$ cat config.mk
export PLATFORM = sky130hd
export DESIGN_NAME = dbus_ctrl_flat
export DESIGN_NICKNAME = d
export VERILOG_FILES = /design/src/rtl/dbus_ctrl_if.sv /design/src/rtl/dbus_ctrl.sv /design/src/flat_wrapper.sv
export SDC_FILE = /design/constraint.sdc
export NUM_CORES = 1
export LEC_CHECK = 0
export ABC_AREA = 1
export BUFFER_PORTS_ARGS = -buffer_cell sky130_fd_sc_hd__buf_2
export CAP_MARGIN = 20
export CORE_UTILIZATION = 40
export CTS_BUF_LIST = sky130_fd_sc_hd__clkbuf_4 sky130_fd_sc_hd__clkbuf_8
export DETAILED_ROUTE_END_ITERATION = 6
export GPL_ROUTABILITY_DRIVEN = 0
export MAX_ROUTING_LAYER = met4
export PLACE_DENSITY = 0.69
export SLEW_MARGIN = 40
export SYNTH_ARGS = -nofsm -noshare
export SYNTH_HDL_FRONTEND = slang
export SYNTH_SLANG_ARGS = --single-unit
$ cat constraint.sdc
create_clock -name clk -period 1.6 [get_ports clk]
set_clock_uncertainty 0.2 [all_clocks]
set_input_delay 0.32 -clock clk [delete_from_list [all_inputs] [get_ports clk]]
set_output_delay 0.32 -clock clk [all_outputs]
set_load 0.01 [all_outputs]
$ cat src/rtl/dbus_ctrl_if.sv
// Data-bus interface between the load/store controller and memory.
// The controller (master) issues single-beat requests and waits for a one-cycle
// ack strobe; the memory (slave) returns read data in that ack cycle.
interface dbus_ctrl_if;
   logic        o_bus_req;
   logic        o_bus_we;
   logic [31:0] o_bus_addr;
   logic [31:0] o_bus_wdata;
   logic        i_bus_ack;
   logic [31:0] i_bus_rdata;

   modport master (
      output o_bus_req,
      output o_bus_we,
      output o_bus_addr,
      output o_bus_wdata,
      input  i_bus_ack,
      input  i_bus_rdata
   );

   modport slave (
      input  o_bus_req,
      input  o_bus_we,
      input  o_bus_addr,
      input  o_bus_wdata,
      output i_bus_ack,
      output i_bus_rdata
   );
endinterface : dbus_ctrl_if

$ cat src/rtl/dbus_ctrl.sv
// Memory-stage data-bus controller.
// Turns a core load/store request into one bus transaction, stalls the whole
// pipeline while the transaction is outstanding, and aborts with a sticky
// error flag if memory does not acknowledge within TIMEOUT busy cycles.
// Sequence: IDLE (request seen) -> BUSY (bus_req high) -> DONE (one cycle,
// stall released, read data presented) -> IDLE.
module dbus_ctrl #(
   parameter int unsigned TIMEOUT = 255
) (
   input  logic        clk,
   input  logic        rst,
   input  logic        i_read_en,
   input  logic        i_write_en,
   input  logic [31:0] i_addr,
   input  logic [31:0] i_wdata,
   output logic [31:0] o_rdata,
   output logic        o_read_vd,
   output logic        o_stall,
   output logic        o_err,
   dbus_ctrl_if.master bus
);

   // Last wait-count value before the abort; with TIMEOUT = N the BUSY state
   // lasts at most N cycles (count runs 0..N-1 and the abort is taken on N-1).
   localparam logic [15:0] WAIT_LAST = 16'(TIMEOUT - 1);

   typedef enum logic [1:0] {
      ST_IDLE = 2'd0,
      ST_BUSY = 2'd1,
      ST_DONE = 2'd2
   } state_t;

   state_t      state_r;
   logic [15:0] wait_cnt_r;
   logic        bus_req_r;
   logic        bus_we_r;
   logic [31:0] bus_addr_r;
   logic [31:0] bus_wdata_r;
   logic [31:0] rdata_r;
   logic        read_vd_r;
   logic        err_r;
   logic        core_req_s;

   assign core_req_s = i_read_en | i_write_en;

   // Transaction FSM with all bus/core-facing outputs registered.
   always_ff @(posedge clk) begin
      if (rst) begin
         state_r     <= ST_IDLE;
         wait_cnt_r  <= 16'd0;
         bus_req_r   <= 1'b0;
         bus_we_r    <= 1'b0;
         bus_addr_r  <= 32'd0;
         bus_wdata_r <= 32'd0;
         rdata_r     <= 32'd0;
         read_vd_r   <= 1'b0;
         err_r       <= 1'b0;
      end else begin
         case (state_r)
            ST_IDLE: begin
               read_vd_r <= 1'b0;
               if (core_req_s) begin
                  // A simultaneous read+write is treated as a write.
                  state_r     <= ST_BUSY;
                  bus_req_r   <= 1'b1;
                  bus_we_r    <= i_write_en;
                  bus_addr_r  <= i_addr;
                  bus_wdata_r <= i_wdata;
                  wait_cnt_r  <= 16'd0;
               end else begin
                  state_r   <= ST_IDLE;
                  bus_req_r <= 1'b0;
               end
            end

            ST_BUSY: begin
               if (bus.i_bus_ack) begin
                  // Ack wins over a timeout that would fire in the same cycle.
                  state_r   <= ST_DONE;
                  bus_req_r <= 1'b0;
                  read_vd_r <= ~bus_we_r;
                  if (!bus_we_r) begin
                     rdata_r <= bus.i_bus_rdata;
                  end else begin
                     rdata_r <= rdata_r;
                  end
               end else if (wait_cnt_r >= WAIT_LAST) begin
                  // Abort: complete with zero data and latch the error.
                  state_r   <= ST_DONE;
                  bus_req_r <= 1'b0;
                  read_vd_r <= ~bus_we_r;
                  rdata_r   <= 32'd0;
                  err_r     <= 1'b1;
               end else begin
                  state_r    <= ST_BUSY;
                  wait_cnt_r <= wait_cnt_r + 16'd1;
               end
            end

            ST_DONE: begin
               // The core request is still asserted here; it belongs to the
               // transaction just finished, so never restart from DONE.
               state_r   <= ST_IDLE;
               read_vd_r <= 1'b0;
               bus_req_r <= 1'b0;
            end

            default: begin
               state_r   <= ST_IDLE;
               bus_req_r <= 1'b0;
               read_vd_r <= 1'b0;
            end
         endcase
      end
   end

   // Pipeline stall: hold the core from the request cycle until DONE.
   always_comb begin
      o_stall = 1'b0;
      case (state_r)
         ST_IDLE: o_stall = core_req_s;
         ST_BUSY: o_stall = 1'b1;
         ST_DONE: o_stall = 1'b0;
         default: o_stall = 1'b0;
      endcase
   end

   assign bus.o_bus_req   = bus_req_r;
   assign bus.o_bus_we    = bus_we_r;
   assign bus.o_bus_addr  = bus_addr_r;
   assign bus.o_bus_wdata = bus_wdata_r;
   assign o_rdata         = rdata_r;
   assign o_read_vd       = read_vd_r;
   assign o_err           = err_r;

endmodule : dbus_ctrl

$ cat src/flat_wrapper.sv
// flat-port wrapper written by rule: the top's interface ports become plain ports
module dbus_ctrl_flat 
#(
   parameter int unsigned TIMEOUT = 255
)
  (clk, rst, i_read_en, i_write_en, i_addr, i_wdata, o_rdata, o_read_vd, o_stall, o_err, bus_o_bus_req, bus_o_bus_we, bus_o_bus_addr, bus_o_bus_wdata, bus_i_bus_ack, bus_i_bus_rdata);
  dbus_ctrl_if bus_i ();
  input  logic clk;
  input  logic rst;
  input  logic i_read_en;
  input  logic i_write_en;
  input  logic [31:0] i_addr;
  input  logic [31:0] i_wdata;
  output logic [31:0] o_rdata;
  output logic o_read_vd;
  output logic o_stall;
  output logic o_err;
  output wire logic [$bits(bus_i.o_bus_req)-1:0] bus_o_bus_req;
  output wire logic [$bits(bus_i.o_bus_we)-1:0] bus_o_bus_we;
  output wire logic [$bits(bus_i.o_bus_addr)-1:0] bus_o_bus_addr;
  output wire logic [$bits(bus_i.o_bus_wdata)-1:0] bus_o_bus_wdata;
  input wire logic [$bits(bus_i.i_bus_ack)-1:0] bus_i_bus_ack;
  input wire logic [$bits(bus_i.i_bus_rdata)-1:0] bus_i_bus_rdata;
  assign bus_o_bus_req = bus_i.o_bus_req;
  assign bus_o_bus_we = bus_i.o_bus_we;
  assign bus_o_bus_addr = bus_i.o_bus_addr;
  assign bus_o_bus_wdata = bus_i.o_bus_wdata;
  assign bus_i.i_bus_ack = bus_i_bus_ack;
  assign bus_i.i_bus_rdata = bus_i_bus_rdata;
  dbus_ctrl #(.TIMEOUT(TIMEOUT)) u_core (.clk(clk), .rst(rst), .i_read_en(i_read_en), .i_write_en(i_write_en), .i_addr(i_addr), .i_wdata(i_wdata), .o_rdata(o_rdata), .o_read_vd(o_read_vd), .o_stall(o_stall), .o_err(o_err), .bus(bus_i));
endmodule
==> flow_summary.toml <==
[run_status]
status = "finished, violations left"
violations = "negative setup slack"

[sta]
drv_slew = 0
slew_headroom_pct = 79.1
rsz0062_at_grt = "yes"
final.period_utilization_pct = 107
finalSetupTns_ns = -2.74
period_needed_ns = 1.71
hold_violations = 0
setup_ws_ns = -0.114
fmax_ghz = 0.583
setup_viol = 42
holdWs_ns = 0.00541
worst_pin_slew_ns = 0.314

[power]
pwr-share-seq_pct = 44.7
p_per_area_mw_per_mm2 = 903
p_comb_share_pct = 21.1
ir_worst_vdd_mv = 0.568
power.internal_mw = 5.21
p_clk_share_pct = 34.2
power_switching_mw = 2.10
leakage_nw = 4.45
switching_share_pct = 28.7

[critical_path]
crit_path_end_kind = "flop"
cpMaxStageDelayCell = "dfxtp_4"
critPathMaxStageDelay_ns = 0.39
crit_family = "simple AND/OR/NAND/NOR gates"
path_class = "reg2reg"
critPathBufInv = 1
critPathArrivalTime_ns = 1.84
path_cells = "ha_4 -> nor2_4 -> nor2_2 -> nand2_2 -> nand2_4 -> nand3_4 -> clkbuf_16 -> a21oi_2 -> nor2_1"
cp_max_fo = 10
cp_data_required_time_ns = 1.73
cp-start-kind = "flop"

[cells_and_area]
final_nets = 1114
fin_cells = 1191
diodes = 0
syn_to_final_growth_pct = 62.8
drive_above_1_share_pct = 36.3
n_fill_cell = 950
post-route-util_pct = 67.1

[yosys]
synth_cell_types = 25
ys_ff_latch = 118
yosysWarnings = 0
ys_seq_area_share_pct = 47.5
synth.net_count = 801
synthesis.instances = 698
avgSynthCellArea_sq_um = 7.12
netlist_area_sq_mm = 0.00497

[floorplanning]
initial_core_util_pct = 41.2
dieArea_sq_mm = 0.0129
num_rows = 40
core_region_area_sq_mm = 0.0121
die_w_um = 113
pin_count = 202
die_h_um = 113

[global_routing]
grt_first_pass_wirelength_mm = 23.3
antenna_found_initial = 0
grt_pass1_vias = 5115
grt_use_total_pct = 23.4
grt_max_degree = 61
grt.overflow.total = 0

[routing]
via_per_inst = 4.56
drtIter0Drc = 437
post_drt_wl_per_cell_um = 12.8
detail-route-antenna-nets = 0
drc = 0
vias = 5426
wl_mm = 15.3
drt_first_pass_iters = 5

[cts]
cts_buffers = 17
cts_root_buffer = "clkbuf_8"
h-tree-depth = 4
cts_tree = "built"
path_clk_slew_ns = 0.07
clk_path_buf_depth = 2
clk_latency_ns = 0.43
numClockSinks = 118

[placement]
hpwl_mm = 8.66
post-place-ws_ns = -0.0993
dp_cells = 1063
portBuffers = 201

[job]
drv_cap = 0

[hold_path]
hold_path_class = "in2reg"
worst paths after layout:
check / start / endpoint / slack, ns / cells after the start
min reg2reg: u_core.wait_cnt_r[13] / u_core.wait_cnt_r[13] / 0.24 / 2
max reg2reg: u_core.wait_cnt_r[1] / u_core.o_rdata[30] / -0.11 / 9
min: bus_i_bus_rdata[0] / u_core.o_rdata[0] / 0.005 / 5
max: u_core.wait_cnt_r[1] / u_core.o_rdata[30] / -0.11 / 9
flip-flops by register name (all words and copies together), names as in the netlist:
signal	count
u_core.o_err	1
u_core.o_rdata	32
u_core.o_read_vd	1
u_core.bus.o_bus_we	1
u_core.bus.o_bus_req	1
u_core.bus.o_bus_addr	32
u_core.wait_cnt_r	16
u_core.bus.o_bus_wdata	32
u_core.state_r	2
kinds of logic after synthesis:
| family | count (synthesis) | share of synthesized area [%] |
|---|---|---|
| adder cells (fa/ha/maj) | 2 | 0.503 |
| buffers and inverters | 125 | 11.1 |
| AO/OA/AOI/OAI | 47 | 4.81 |
| AND/OR/NAND/NOR | 405 | 35.9 |
| XOR/XNOR | 1 | 0.176 |
| flip-flops | 118 | 47.5 |
layout make-up:
cell class | instances | area [sq um] | share of cell area (%)
repair buffers | 338 | 2500 | 31.0
flip-flops and latches | 118 | 2370 | 29.3
multi-input cells | 456 | 2330 | 28.8
inverters | 80 | 315 | 3.90
clock buffers | 21 | 277 | 3.42
well taps | 168 | 210 | 2.60
clock inverters | 10 | 80.1 | 0.989
layout by cell type (no fill, tap or decap), types with 3 or more instances in the layout:
cell / instances
buf_2: 200
buf_4: 26
inv_4: 4
nand3_2: 24
clkbuf_16: 4
dlygate4sd3_1: 90
nor2_1: 55
clkbuf_8: 19
nor2_4: 3
dfxtp_2: 4
nand3_1: 82
nand2_1: 221
nor2_2: 6
buf_12: 12
nand2_2: 4
clkinv_2: 7
inv_1: 74
nand2_4: 3
buf_6: 6
dfxtp_1: 112
a21oi_2: 35
a21oi_1: 7
power by group through the flow:
stage	clock network (mW)	logic [mW]	registers, mW
3_3_place_gp	0	1.23	3.31
5_1_grt	2.69	1.68	3.29
6_report	2.50	1.54	3.27
4_1_cts	2.55	1.44	3.26
3_5_place_dp	0	1.24	3.32
2_1_floorplan	0	0.582	3.43
layer usage:
layer / vias to the layer above / part of all wire [%] / track usage, %
li1: 2782 / - / -
met1: 2423 / 42 / 26.1
met2: 172 / 50 / 38.7
met3: 49 / 5.1 / 5.84
met4: 0 / 3.2 / 12.3
met5: - / 0 / -
repair_timing:
action                                  CTS  global route
endpoints found under the setup margin   47           111
buffers inserted                          2             2
hold buffers                             90             0
gates cloned                              0             5
gates resized for setup                  16            37
pin swaps                                 2            14
endpoints found under the hold margin    89             0
worst register-to-register path, stage by stage, from the launching register on:
cell	delay, ns
dfxtp_4	0.39
ha_4	0.15
nor2_4	0.04
nor2_2	0.08
nand2_2	0.08
nand2_4	0.09
nand3_4	0.17
clkbuf_16	0.24
a21oi_2	0.12
nor2_1	0.05
cells in the mapped netlist, drive strengths merged:
library cell	instances	share of area (%)
nand2	229	17
a21oi	42	4.2
clkinv	1	0.075
clkbuf	13	0.98
xor2	1	0.18
nor3b	1	0.15
inv	79	6.0
nand4	1	0.13
buf	32	4.1
o21ai	5	0.58
nand3	107	13
nand3b	2	0.30
nor2	64	4.9
nor4	1	0.13
ha	2	0.50
dfxtp	118	48
through the flow:
stage | power [mW] | cell area, sq um
final | 7.31 | 8090
after global routing | 7.66 | 8090
after CTS | 7.25 | 7840
after detailed placement | 4.56 | 6520
after global placement | 4.55 | 6520
after floorplan | 4.01 | 5120
No activity file was read; power rests on OpenSTA's default activity.
